[config.mk]
export PLATFORM = sky130hd
export DESIGN_NAME = instruction_decode
export DESIGN_NICKNAME = d
export VERILOG_FILES = /design/src/rtl/instruction_decode.sv
export SDC_FILE = /design/constraint.sdc
export NUM_CORES = 2
export LEC_CHECK = 0
export CORE_MARGIN = 2
export CORE_UTILIZATION = 55
export DETAILED_ROUTE_END_ITERATION = 8
export GPL_TIMING_DRIVEN = 0
export PLACE_DENSITY = 0.76
export SLEW_MARGIN = 20
export SYNTH_ARGS = -nofsm -noshare
export SYNTH_HDL_FRONTEND = slang
export SYNTH_SLANG_ARGS = --single-unit
[constraint.sdc]
create_clock -name clk -period 44.2 [get_ports clk]
set_input_delay 13.26 -clock clk [delete_from_list [all_inputs] [get_ports clk]]
set_output_delay 13.26 -clock clk [all_outputs]
set_load 0.005 [all_outputs]
[src/rtl/instruction_decode.sv]
// Decode stage: register file, main control decode, immediate/jump formation, and the
// ID/EX pipeline register with stall and flush.
module instruction_decode #(
  parameter int unsigned DATA_WIDTH = 32,
  parameter int unsigned REG_COUNT  = 32
) (
  input  logic                  clk,
  input  logic                  rst,
  input  logic [31:0]           if_instruction,
  input  logic [31:0]           if_next_address,
  input  logic                  if_valid,
  input  logic                  stall,
  input  logic                  flush,
  input  logic                  wb_reg_write,
  input  logic [4:0]            wb_write_reg,
  input  logic [DATA_WIDTH-1:0] wb_write_data,
  output logic                  id_valid,
  output logic [31:0]           id_next_address,
  output logic [DATA_WIDTH-1:0] id_read_data_1,
  output logic [DATA_WIDTH-1:0] id_read_data_2,
  output logic [31:0]           id_sign_ext_imm,
  output logic [31:0]           id_jump_address,
  output logic [4:0]            id_rs,
  output logic [4:0]            id_rt,
  output logic [4:0]            id_rd,
  output logic [4:0]            id_shamt,
  output logic [5:0]            id_funct,
  output logic                  id_reg_dst,
  output logic                  id_alu_src,
  output logic                  id_mem_to_reg,
  output logic                  id_reg_write,
  output logic                  id_mem_read,
  output logic                  id_mem_write,
  output logic                  id_branch,
  output logic                  id_jump,
  output logic [1:0]            id_alu_op,
  output logic                  id_illegal
);

  localparam logic [5:0] OpRtype = 6'b000000;
  localparam logic [5:0] OpJ     = 6'b000010;
  localparam logic [5:0] OpBeq   = 6'b000100;
  localparam logic [5:0] OpAddi  = 6'b001000;
  localparam logic [5:0] OpLw    = 6'b100011;
  localparam logic [5:0] OpSw    = 6'b101011;

  localparam logic [1:0] AluAdd   = 2'b00;
  localparam logic [1:0] AluSub   = 2'b01;
  localparam logic [1:0] AluFunct = 2'b10;

  typedef struct packed {
    logic       reg_dst;
    logic       alu_src;
    logic       mem_to_reg;
    logic       reg_write;
    logic       mem_read;
    logic       mem_write;
    logic       branch;
    logic       jump;
    logic [1:0] alu_op;
    logic       illegal;
  } ctrl_t;

  // Instruction fields
  logic [5:0] opcode;
  logic [4:0] rs;
  logic [4:0] rt;
  logic [4:0] rd;
  logic [4:0] shamt;
  logic [5:0] funct;
  logic [15:0] imm;
  logic [25:0] target;

  assign opcode = if_instruction[31:26];
  assign rs     = if_instruction[25:21];
  assign rt     = if_instruction[20:16];
  assign rd     = if_instruction[15:11];
  assign shamt  = if_instruction[10:6];
  assign funct  = if_instruction[5:0];
  assign imm    = if_instruction[15:0];
  assign target = if_instruction[25:0];

  // Register file
  logic [DATA_WIDTH-1:0] rf_q [REG_COUNT];
  logic                  rf_we;
  logic [DATA_WIDTH-1:0] rs_data;
  logic [DATA_WIDTH-1:0] rt_data;

  assign rf_we = wb_reg_write && (wb_write_reg != 5'd0);

  always_ff @(posedge clk or posedge rst) begin
    if (rst) begin
      for (int i = 0; i < REG_COUNT; i++) begin
        rf_q[i] <= '0;
      end
    end else if (rf_we) begin
      rf_q[wb_write_reg] <= wb_write_data;
    end
  end

  // Write-first: a same-edge write-back to a source register is forwarded into ID/EX.
  always_comb begin
    rs_data = rf_q[rs];
    if (rs == 5'd0) begin
      rs_data = '0;
    end else if (rf_we && (wb_write_reg == rs)) begin
      rs_data = wb_write_data;
    end
  end

  always_comb begin
    rt_data = rf_q[rt];
    if (rt == 5'd0) begin
      rt_data = '0;
    end else if (rf_we && (wb_write_reg == rt)) begin
      rt_data = wb_write_data;
    end
  end

  // Main control decode
  ctrl_t dec_ctrl;

  always_comb begin
    dec_ctrl = '0;
    case (opcode)
      OpRtype: begin
        dec_ctrl.reg_dst   = 1'b1;
        dec_ctrl.reg_write = 1'b1;
        dec_ctrl.alu_op    = AluFunct;
      end
      OpLw: begin
        dec_ctrl.alu_src    = 1'b1;
        dec_ctrl.mem_to_reg = 1'b1;
        dec_ctrl.reg_write  = 1'b1;
        dec_ctrl.mem_read   = 1'b1;
        dec_ctrl.alu_op     = AluAdd;
      end
      OpSw: begin
        dec_ctrl.alu_src   = 1'b1;
        dec_ctrl.mem_write = 1'b1;
        dec_ctrl.alu_op    = AluAdd;
      end
      OpBeq: begin
        dec_ctrl.branch = 1'b1;
        dec_ctrl.alu_op = AluSub;
      end
      OpAddi: begin
        dec_ctrl.alu_src   = 1'b1;
        dec_ctrl.reg_write = 1'b1;
        dec_ctrl.alu_op    = AluAdd;
      end
      OpJ: begin
        dec_ctrl.jump = 1'b1;
      end
      default: begin
        dec_ctrl.illegal = 1'b1;
      end
    endcase
  end

  // ID/EX pipeline register
  logic                  valid_q,     valid_d;
  logic [31:0]           next_addr_q, next_addr_d;
  logic [DATA_WIDTH-1:0] rd1_q,       rd1_d;
  logic [DATA_WIDTH-1:0] rd2_q,       rd2_d;
  logic [31:0]           imm_q,       imm_d;
  logic [31:0]           jaddr_q,     jaddr_d;
  logic [4:0]            rs_q,        rs_d;
  logic [4:0]            rt_q,        rt_d;
  logic [4:0]            rd_q,        rd_d;
  logic [4:0]            shamt_q,     shamt_d;
  logic [5:0]            funct_q,     funct_d;
  ctrl_t                 ctrl_q,      ctrl_d;

  always_comb begin
    valid_d     = valid_q;
    next_addr_d = next_addr_q;
    rd1_d       = rd1_q;
    rd2_d       = rd2_q;
    imm_d       = imm_q;
    jaddr_d     = jaddr_q;
    rs_d        = rs_q;
    rt_d        = rt_q;
    rd_d        = rd_q;
    shamt_d     = shamt_q;
    funct_d     = funct_q;
    ctrl_d      = ctrl_q;
    if (flush) begin
      // Data fields are don't-care on a bubble; holding them saves toggling.
      valid_d = 1'b0;
      ctrl_d  = '0;
    end else if (!stall) begin
      valid_d     = if_valid;
      next_addr_d = if_next_address;
      rd1_d       = rs_data;
      rd2_d       = rt_data;
      imm_d       = {{16{imm[15]}}, imm};
      jaddr_d     = {if_next_address[31:28], target, 2'b00};
      rs_d        = rs;
      rt_d        = rt;
      rd_d        = rd;
      shamt_d     = shamt;
      funct_d     = funct;
      ctrl_d      = if_valid ? dec_ctrl : '0;
    end
  end

  always_ff @(posedge clk or posedge rst) begin
    if (rst) begin
      valid_q     <= 1'b0;
      next_addr_q <= '0;
      rd1_q       <= '0;
      rd2_q       <= '0;
      imm_q       <= '0;
      jaddr_q     <= '0;
      rs_q        <= '0;
      rt_q        <= '0;
      rd_q        <= '0;
      shamt_q     <= '0;
      funct_q     <= '0;
      ctrl_q      <= '0;
    end else begin
      valid_q     <= valid_d;
      next_addr_q <= next_addr_d;
      rd1_q       <= rd1_d;
      rd2_q       <= rd2_d;
      imm_q       <= imm_d;
      jaddr_q     <= jaddr_d;
      rs_q        <= rs_d;
      rt_q        <= rt_d;
      rd_q        <= rd_d;
      shamt_q     <= shamt_d;
      funct_q     <= funct_d;
      ctrl_q      <= ctrl_d;
    end
  end

  assign id_valid        = valid_q;
  assign id_next_address = next_addr_q;
  assign id_read_data_1  = rd1_q;
  assign id_read_data_2  = rd2_q;
  assign id_sign_ext_imm = imm_q;
  assign id_jump_address = jaddr_q;
  assign id_rs           = rs_q;
  assign id_rt           = rt_q;
  assign id_rd           = rd_q;
  assign id_shamt        = shamt_q;
  assign id_funct        = funct_q;
  assign id_reg_dst      = ctrl_q.reg_dst;
  assign id_alu_src      = ctrl_q.alu_src;
  assign id_mem_to_reg   = ctrl_q.mem_to_reg;
  assign id_reg_write    = ctrl_q.reg_write;
  assign id_mem_read     = ctrl_q.mem_read;
  assign id_mem_write    = ctrl_q.mem_write;
  assign id_branch       = ctrl_q.branch;
  assign id_jump         = ctrl_q.jump;
  assign id_alu_op       = ctrl_q.alu_op;
  assign id_illegal      = ctrl_q.illegal;

endmodule

==> results.sh <==
export IMPL_n_fill_cell=7708
export IMPL_coreArea_um2=107000
export IMPL_fin_worst_skew_ns=0.0354
export IMPL_fin_crit_sh_pct=36.2
export IMPL_cts_setup_buffers=0
export IMPL_critical_path_cell_chain="clkdlybuf4s50_1 > buf_2 > xnor2_1 > nand2_1 > nor3_1 > or2_2 > clkbuf_1 > clkbuf_1 > o221ai_1"
export IMPL_cts_path_max_buffers=3
export IMPL_powerDensity_nw_per_um2=45.5
export IMPL_nNetsFinal=4466
export IMPL_wirelength_mm=196
export IMPL_syn_area_um2=59500
export IMPL_viasPerCell=6.92
export IMPL_ys_seq_elements=1156
export IMPL_ant_nets=0
export IMPL_cpMaxStageDelayCell="clkbuf_1"
export IMPL_fin_cells=5865
export IMPL_dr_pass1_iters=6
export IMPL_tightest_slew_ns=1.35
export IMPL_drive_gt1_share_pct=45.8
export IMPL_ys_warnings_count=0
export IMPL_yosys_area_top_type="dfrtp_1"
export IMPL_layout_min_cycle_time_ns=15.98
export IMPL_grt_max_degree=35
export IMPL_cts_sinks=1156
export IMPL_clk_latency_ns=0.73
export IMPL_hold_viol_final=0
export IMPL_drc_errors=0
export IMPL_ys_flop_type="dfrtp_1"
export IMPL_finalMaxSlewViolations=0
export IMPL_synthDominantCellAreaShare_pct=48.6
export IMPL_syn_instance_count=3899
export IMPL_hold_slack_ns=0.474
export IMPL_grt_pass1_vias=41600
export IMPL_synth_cell_types=40
export IMPL_grt_pass1_wl_mm=286
export IMPL_post_cts_resize_count=0
export IMPL_synth_edff_count=0
export IMPL_design_area_um2=69200
export IMPL_area_growth_pct=16.4
export IMPL_fin_ws_ns=28.22
export IMPL_cp_max_fo=10
export IMPL_cts_tree="done"
export IMPL_netlist_top_cells_area="dfrtp_1 (49%), mux4_2 (22%), mux2_2 (18%)"
export IMPL_die_x_um=333
export IMPL_total_power_mw=3.15
export IMPL_finalSetupViolations=0
export IMPL_placedCellCount=5640
export IMPL_drt_wirelength_per_cell_um=33.4
export IMPL_crit_arrival_ns=16.51
export IMPL_ys_seq_area_share_pct=48.6
export IMPL_cts_htree_levels=3
export IMPL_p_leak_nw=30.0
export IMPL_rsz0062_at_grt="false"
export IMPL_start_kind="primary input"
export IMPL_yosysMostFrequentCell="dfrtp_1"
export IMPL_fp_row_count=120
export IMPL_numCtsBuffers=120
export IMPL_ir_worst_vdd_mv=0.0339
export IMPL_syn_avg_cell_area_um2=15.3
export IMPL_status="complete, no violations"
export IMPL_die_h_um=333
export IMPL_largest_reg_flops=1024
export IMPL_vias=40600
export IMPL_fin_tns_setup_ns=0
export IMPL_critPathRequiredTime_ns=44.73
export IMPL_end_kind="register"
export IMPL_hpwl_mm=138
export IMPL_root_buffer="clkbuf_16"
export IMPL_port_buffers=296
export IMPL_async_flop_share_pct=100
export IMPL_cts_reportedPaths_clkPinSlew_ns=0.06
export IMPL_first_iter_violations=5111
export IMPL_cts_hold_buf=0
export IMPL_pin_count=305
export IMPL_grt_total_usage_pct=35.7
export IMPL_maxCapViolations=0
export IMPL_relSlewSlack_pct=10.0
export IMPL_place_congestion=0.993
export IMPL_overflow=0
export IMPL_initial_utilization_pct=55.5
export IMPL_hold_class="reg2reg"
export IMPL_critPathKind="in2reg"
export IMPL_fmax_ghz=0.0626
export IMPL_antenna_found_initial=6
export IMPL_top_register="rf_q"
export IMPL_dpl_instance_area_um2=65100
export IMPL_die_area_um2=111000
export IMPL_dp_slack_ns=27.67
export IMPL_critical_path_most_common_cell="clkbuf_1"
export IMPL_final_util_pct=64.6
export IMPL_synth_cells_most_frequent="dfrtp_1 (1,156), mux2_2 (961), mux4_2 (576), nand2_1 (204), clkbuf_1 (195)"
export IMPL_max_stage_delay_ns=1.01
==> path summary, 6_finish.rpt <==
| check | startpoint | endpoint | slack [ns] | cells past startpoint |
|---|---|---|---|---|
| worst max-delay path | wb_write_reg[2] | id_read_data_1[17] | 28.22 | 9 |
| worst min-delay path | id_next_address[2] | id_next_address[2] | 0.47 | 2 |
| worst max register to register | rf_q[279] | id_read_data_2[23] | 42.37 | 4 |
| worst min register to register | id_next_address[2] | id_next_address[2] | 0.47 | 2 |
| max in group asynchronous | rst | rf_q[792] | 29.16 | 9 |
| min in group asynchronous | rst | id_next_address[29] | 13.02 | 2 |
==> layout make-up <==
| class | count | area [um^2] | share of cell area [%] |
|---|---|---|---|
| Clock buffer | 179 | 3630 | 5.24 |
| Timing Repair Buffer | 337 | 3850 | 5.56 |
| Multi-Input combinational cell | 2180 | 27900 | 40.3 |
| Tap cell | 1403 | 1760 | 2.54 |
| Sequential cell | 1156 | 28900 | 41.8 |
| Buffer | 498 | 2450 | 3.54 |
| Clock inverter | 45 | 472 | 0.681 |
| Antenna cell | 1 | 2.50 | 0.00361 |
| Inverter | 66 | 251 | 0.363 |
==> worst max-delay path, delay by kind of cell <==
kind                      cells  cell delay [ns]
AOI/OAI and AO/OA             1             0.25
xor gates and xnor gates      1             0.14
buffers and inverters         4             2.40
and+or+nand+nor               3             0.45
==> layer usage <==
layer | routed length (um) | track usage (%)
met5 | 36 | 0
met4 | 11300 | 17.3
met2 | 89800 | 54.5
met3 | 23100 | 11.4
met1 | 71800 | 46.5
==> cells in the final DEF, fill, tap and decap left out, drive strengths merged, types with 72 or more instances in the layout <==
master and instances:
clkbuf 377, buf 341, nand2 204, clkdlybuf4s50 296, clkinv 72, a22o 132
mux2 992, nor2 82, dfrtp 1156, mux4 576
==> report_power, final <==
group | switching [mW] | leakage [nW] | internal (mW)
clock network | 0.441 | 2.04 | 0.617
logic | 0.265 | 13.1 | 0.416
registers | 0.156 | 14.9 | 1.26
==> cells by family (layout without fill, tap and decap cells) <==
group / Yosys count / count (layout) / synth area share, %
flops: 1156 / 1156 / 48.6
mux: 1568 / 1568 / 40.6
compound gates: 268 / 268 / 3.77
simple gates: 332 / 332 / 2.37
other cells: 1 / 3 / 0.00630
xor+xnor: 10 / 10 / 0.147
buf+inv: 564 / 1125 / 4.50
No activity file was read; power rests on OpenSTA's default activity.
